**src/rtl/switch_debouncer_if.sv**
```systemverilog
// Switch-conditioning bundle: raw switch levels in, debounced levels, edge pulses,
// sampling tick and transition count out.
interface switch_debouncer_if #(
    parameter int unsigned NUM_SW = 18
);
    logic [NUM_SW-1:0] SWITCH_I;
    logic [NUM_SW-1:0] SWITCH_DB_O;
    logic [NUM_SW-1:0] SWITCH_RISE_O;
    logic [NUM_SW-1:0] SWITCH_FALL_O;
    logic              TICK_O;
    logic [7:0]        CHANGE_COUNT_O;

    // Board/consumer side: drives raw switches, reads conditioned results.
    modport master (
        output SWITCH_I,
        input  SWITCH_DB_O,
        input  SWITCH_RISE_O,
        input  SWITCH_FALL_O,
        input  TICK_O,
        input  CHANGE_COUNT_O
    );

    // Debouncer side.
    modport slave (
        input  SWITCH_I,
        output SWITCH_DB_O,
        output SWITCH_RISE_O,
        output SWITCH_FALL_O,
        output TICK_O,
        output CHANGE_COUNT_O
    );
endinterface

```
**src/rtl/switch_debouncer.sv**
```systemverilog
// Synchronises and debounces NUM_SW raw switches on a shared sampling tick, producing
// clean levels, one-cycle rise/fall pulses and a modulo-256 transition count.
module switch_debouncer #(
    parameter int unsigned NUM_SW       = 18,
    parameter int unsigned TICK_DIV     = 50000,
    parameter int unsigned STABLE_TICKS = 4
) (
    input  logic               CLOCK_50_I,
    input  logic               RESET_I,
    switch_debouncer_if.slave  sw
);
    localparam int unsigned PRESC_W = (TICK_DIV > 1) ? $clog2(TICK_DIV) : 1;
    localparam int unsigned CNT_W   = (STABLE_TICKS > 1) ? $clog2(STABLE_TICKS + 1) : 1;
    localparam logic [PRESC_W-1:0] TICK_LAST = PRESC_W'(TICK_DIV - 1);
    localparam logic [CNT_W-1:0]   CNT_LAST  = CNT_W'(STABLE_TICKS - 1);

    logic [NUM_SW-1:0]  sync1_q;
    logic [NUM_SW-1:0]  sync2_q;
    logic [PRESC_W-1:0] presc_q;
    logic [PRESC_W-1:0] presc_nxt;
    logic               tick;
    logic               tick_q;
    logic               tick_nxt;
    logic [CNT_W-1:0]   cnt_q   [NUM_SW];
    logic [CNT_W-1:0]   cnt_nxt [NUM_SW];
    logic [NUM_SW-1:0]  db_q;
    logic [NUM_SW-1:0]  db_nxt;
    logic [NUM_SW-1:0]  rise_q;
    logic [NUM_SW-1:0]  fall_q;
    logic [7:0]         count_q;
    logic [7:0]         edge_pop;

    assign tick = (presc_q == TICK_LAST);

    // Prescaler and per-bit stability counters; db only moves on tick cycles.
    always_comb begin
        presc_nxt = tick ? '0 : presc_q + PRESC_W'(1);
        tick_nxt  = (presc_nxt == TICK_LAST);
        db_nxt    = db_q;
        cnt_nxt   = cnt_q;
        if (tick) begin
            for (int i = 0; i < int'(NUM_SW); i++) begin
                if (sync2_q[i] == db_q[i]) begin
                    cnt_nxt[i] = '0;
                end else if (cnt_q[i] == CNT_LAST) begin
                    db_nxt[i]  = sync2_q[i];
                    cnt_nxt[i] = '0;
                end else begin
                    cnt_nxt[i] = cnt_q[i] + CNT_W'(1);
                end
            end
        end
    end

    // Number of bits that produced a pulse in the current cycle.
    always_comb begin
        edge_pop = '0;
        for (int i = 0; i < int'(NUM_SW); i++) begin
            edge_pop = edge_pop + 8'(rise_q[i] | fall_q[i]);
        end
    end

    // Pulses are computed from the next db so they line up with the new level.
    always_ff @(posedge CLOCK_50_I) begin
        if (RESET_I) begin
            sync1_q <= '0;
            sync2_q <= '0;
            presc_q <= '0;
            tick_q  <= 1'b0;
            cnt_q   <= '{default: '0};
            db_q    <= '0;
            rise_q  <= '0;
            fall_q  <= '0;
            count_q <= '0;
        end else begin
            sync1_q <= sw.SWITCH_I;
            sync2_q <= sync1_q;
            presc_q <= presc_nxt;
            tick_q  <= tick_nxt;
            cnt_q   <= cnt_nxt;
            db_q    <= db_nxt;
            rise_q  <= db_nxt & ~db_q;
            fall_q  <= ~db_nxt & db_q;
            count_q <= count_q + edge_pop;
        end
    end

    assign sw.SWITCH_DB_O    = db_q;
    assign sw.SWITCH_RISE_O  = rise_q;
    assign sw.SWITCH_FALL_O  = fall_q;
    assign sw.TICK_O         = tick_q;
    assign sw.CHANGE_COUNT_O = count_q;
endmodule

```
**src/flat_wrapper.sv**
```systemverilog
// flat-port wrapper written by rule: the top's interface ports become plain ports
module switch_debouncer_flat 
#(
    parameter int unsigned NUM_SW       = 18,
    parameter int unsigned TICK_DIV     = 50000,
    parameter int unsigned STABLE_TICKS = 4
)
  (CLOCK_50_I, RESET_I, sw_SWITCH_I, sw_SWITCH_DB_O, sw_SWITCH_RISE_O, sw_SWITCH_FALL_O, sw_TICK_O, sw_CHANGE_COUNT_O);
  switch_debouncer_if #(.NUM_SW(NUM_SW)) sw_i ();
  input  logic CLOCK_50_I;
  input  logic RESET_I;
  input wire logic [$bits(sw_i.SWITCH_I)-1:0] sw_SWITCH_I;
  output wire logic [$bits(sw_i.SWITCH_DB_O)-1:0] sw_SWITCH_DB_O;
  output wire logic [$bits(sw_i.SWITCH_RISE_O)-1:0] sw_SWITCH_RISE_O;
  output wire logic [$bits(sw_i.SWITCH_FALL_O)-1:0] sw_SWITCH_FALL_O;
  output wire logic [$bits(sw_i.TICK_O)-1:0] sw_TICK_O;
  output wire logic [$bits(sw_i.CHANGE_COUNT_O)-1:0] sw_CHANGE_COUNT_O;
  assign sw_i.SWITCH_I = sw_SWITCH_I;
  assign sw_SWITCH_DB_O = sw_i.SWITCH_DB_O;
  assign sw_SWITCH_RISE_O = sw_i.SWITCH_RISE_O;
  assign sw_SWITCH_FALL_O = sw_i.SWITCH_FALL_O;
  assign sw_TICK_O = sw_i.TICK_O;
  assign sw_CHANGE_COUNT_O = sw_i.CHANGE_COUNT_O;
  switch_debouncer #(.NUM_SW(NUM_SW), .TICK_DIV(TICK_DIV), .STABLE_TICKS(STABLE_TICKS)) u_core (.CLOCK_50_I(CLOCK_50_I), .RESET_I(RESET_I), .sw(sw_i));
endmodule
```
**config.mk**
```make
export PLATFORM = sky130hd
export DESIGN_NAME = switch_debouncer_flat
export DESIGN_NICKNAME = d
export VERILOG_FILES = /design/src/rtl/switch_debouncer_if.sv /design/src/rtl/switch_debouncer.sv /design/src/flat_wrapper.sv
export SDC_FILE = /design/constraint.sdc
export NUM_CORES = 1
export LEC_CHECK = 0
export ABC_AREA = 1
export ABC_CLOCK_PERIOD_IN_PS = 6850
export BUFFER_PORTS_ARGS = -buffer_cell sky130_fd_sc_hd__buf_4
export CORE_ASPECT_RATIO = 1.2
export CORE_UTILIZATION = 34
export CTS_BUF_LIST = sky130_fd_sc_hd__clkbuf_16
export CTS_CLUSTER_SIZE = 10
export DETAILED_ROUTE_END_ITERATION = 6
export PLACE_DENSITY = 0.47
export SETUP_SLACK_MARGIN = 0.15
export SLEW_MARGIN = 20
export SYNTH_ARGS = -nofsm -noshare
export SYNTH_HDL_FRONTEND = slang
export SYNTH_SLANG_ARGS = --single-unit
```
**constraint.sdc**
```tcl
create_clock -name CLOCK_50_I -period 6.85 [get_ports CLOCK_50_I]
set_clock_uncertainty 0.05 [all_clocks]
set_input_delay 1.37 -clock CLOCK_50_I [delete_from_list [all_inputs] [get_ports CLOCK_50_I]]
set_output_delay 1.37 -clock CLOCK_50_I [all_outputs]
set_load 0.05 [all_outputs]
```
==> results.toml <==
[sta]
max_freq_mhz = 197
rsz0062_at_grt = "no"
hold_violations = 0
finalCritPeriodShare_pct = 74.2
slew-limit-headroom_pct = 40.3
slew_violations = 0
finalSetupTns_ns = 0
period_needed_ns = 5.08
worstMarginPinSlew_ns = 0.894
fin_ws_ns = 1.77
setup_viol = 0

[clock_tree]
cts_buffer_depth = 2
postCtsSetupRepairBufs = 0
clkLatencyLatePin_ns = 0.43
cts_hold_buf = 0
cts_max_level = 4
path_clk_slew_ns = 0.07
cts_resized = 0
ctsRootBufferMaster = "clkbuf_16"
cts_num_sinks = 169
numCtsBuffers = 17
cts_tree = "built"

[final_layout]
drive_gt1_share_pct = 15.6
final_area_sq_um = 8560
area_delta_synth_final_pct = 19.8
nets = 1012
fin_cells = 1225
fin_util_pct = 42.0
antenna_cells = 0

[pwr]
power.density_nw_per_um2 = 235
pwr-share-seq_pct = 49.8
combPwrFrac_pct = 2.3
intPower_uw = 1580
p_clk_share_pct = 48.0
swShare_pct = 21.5
switchingPower_uw = 432
p_leak_uw = 0.00404
vdd_ir_drop_max_uv = 168

[placed_design]
portBuffers = 82
gp_congestion = 0.782
placed_cells = 1193
place.detailed.hpwl_um = 10200
dpl-instance-area_sq_um = 7980
pre_cts_slack_ns = 1.74

[route]
drtPass1Iterations = 6
drt_wl_total_um = 14700
drc = 0
drtIter0Drc = 171
viasPerCell = 4.40
vias = 5392
avgRoutedWirePerCell_um = 12.0
final_antenna_net_count = 0

[synth]
synthArstFlopShare_pct = 0
avgSynthCellArea_sq_um = 8.19
synth_warnings = 0
synth_top_area_cell = "dfxtp_1"
synth_seq_cells = 169
syn_inst = 873
synth_cell_type_count = 31
synth.most_common_cell = "dfxtp_1"
ys.flop_type = "dfxtp_1"
syn_nets = 938
synth.cell_area_sq_um = 7150
synth_edf_count = 0
synth_top_area_share_pct = 47.3
synth_common_cells = "dfxtp_1 (169), inv_1 (153), nor2_1 (149), nand2_1 (83), nand3_1 (54)"
synthTopCellsByArea = "dfxtp_1 (47%), inv_1 (8.0%), nor2_1 (7.8%)"
ys_seq_area_share_pct = 47.3

[hold_path]
min_from = "u_core.sync1_q[2]"
holdCritPathClass = "flop to flop"

[floorplanning]
initial_utilization_pct = 35.0
rows = 57
die-area_sq_um = 21600
core-area_sq_um = 20400
ios = 83
die_width_um = 134
die_y_um = 161

[global_routing]
antenna_found_initial = 0
grt_pass1_wl_um = 24400
grt_pass1_vias = 5067
grt_max_degree = 71
track_usage_pct = 14.6
grt_overflow = 0

[critical_path]
crit_start = "u_core.sw.SWITCH_FALL_O[12]"
worstSetupPathType = "flop to flop"
critPathArrivalTime_ns = 5.31
endpoint_kind = "flop"
required_ns = 7.07
r2r_start = "u_core.sw.SWITCH_FALL_O[12]"
critPathLaunchType = "flop"
cp_max_fo = 3

[flow_run]
maxCapViolCount = 0

[run_status]
outcome = "complete, no violations"
[kinds of logic (layout without fill, tap and decap cells)]
group	Yosys count	in the layout	synth area share [%]
compound gates	101	101	9.10
xor+xnor	24	24	2.94
fa+ha+maj	45	45	9.24
buf+inv	184	271	10.0
flops	169	169	47.3
simple gates	350	350	21.3
[worst max-delay path, stage by stage, from the launching register on]
cell	delay, ns
dfxtp_1	0.31
or2_2	0.31
fa_1	0.59
fa_1	0.45
fa_1	0.55
inv_1	0.05
fa_1	0.50
fa_1	0.51
fa_1	0.47
fa_1	0.41
o21ai_0	0.28
a21oi_1	0.10
nor2_1	0.13
o21ai_0	0.08
nor3b_1	0.14
[cell usage in the layout (no fill, tap or decap)]
cell	synthesis	routed
nor4_1	19	19
nor3b_1	1	1
o31ai_1	1	1
xor2_1	5	5
xnor2_1	19	19
buf_4	0	84
a211oi_2	13	13
nor2_2	1	1
or2_2	6	6
clkinvlp_4	0	2
a21oi_1	34	34
dfxtp_1	169	169
a21boi_0	1	1
bufinv_16	0	3
nand2_1	83	83
fa_1	13	13
nand3_1	54	54
inv_4	1	1
a211oi_1	14	14
clkinv_4	0	4
inv_2	1	2
nor2_1	149	149
inv_1	153	156
clkbuf_16	0	17
nor3_1	18	18
nand2_2	15	15
o21bai_1	3	3
nand3_2	1	1
nand4_1	3	3
o21ai_0	35	35
ha_1	32	32
clkinv_1	0	1
clkinv_2	0	1
[worst paths after layout]
check / end / slack (ns) / depth (start not counted)
hold reg to reg: u_core.sync2_q[2] / 0.35 / 2
setup reg to reg: u_core.sw.CHANGE_COUNT_O[6] / 1.77 / 14
setup / recovery: u_core.sw.CHANGE_COUNT_O[6] / 1.77 / 14
hold / removal: u_core.sync2_q[2] / 0.35 / 2
[metal layers]
layer,GRT usage (%),wire length (um),up-vias
li1,-,-,2906
met1,17.6,6940,2412
met2,24.4,7100,64
met3,4.17,522,10
met4,5.36,167,0
met5,0,0,-
[stage by stage]
step	hold slack [ns]	power (uW)
5_1_grt	0.371	2100
3_3_place_gp	0.340	1070
2_1_floorplan	0.338	1050
4_1_cts	0.351	2050
3_5_place_dp	0.342	1070
6_report	0.350	2010
[area by class of cell]
| type | instances | area (sq um) |
|---|---|---|
| Inverter | 155 | 584 |
| Sequential cell | 169 | 3380 |
| Clock buffer | 17 | 425 |
| Clock inverter | 15 | 164 |
| Tap cell | 265 | 332 |
| Fill cell | 2139 | 11800 |
| Timing Repair Buffer | 84 | 631 |
| Multi-Input combinational cell | 520 | 3050 |
[state kept, by name (all words and copies together) (netlist names)]
signal,count
u_core.sw.CHANGE_COUNT_O,8
u_core.sw.SWITCH_FALL_O,18
u_core.sw.TICK_O,1
u_core.sw.SWITCH_RISE_O,18
u_core.presc_q,16
u_core.sync2_q,18
u_core.sync1_q,18
u_core.cnt_q,54
u_core.sw.SWITCH_DB_O,18
[power groups by stage]
stage | Clock, uW | Combinational (uW) | Sequential, uW
finish | 964 | 45.4 | 1000
global route | 1040 | 52.8 | 1000
global placement | 0 | 46.9 | 1020
CTS | 997 | 47.2 | 1000
detailed placement | 0 | 47.1 | 1020
floorplan | 0 | 30.8 | 1020
Power figures use the tool's default switching activity.
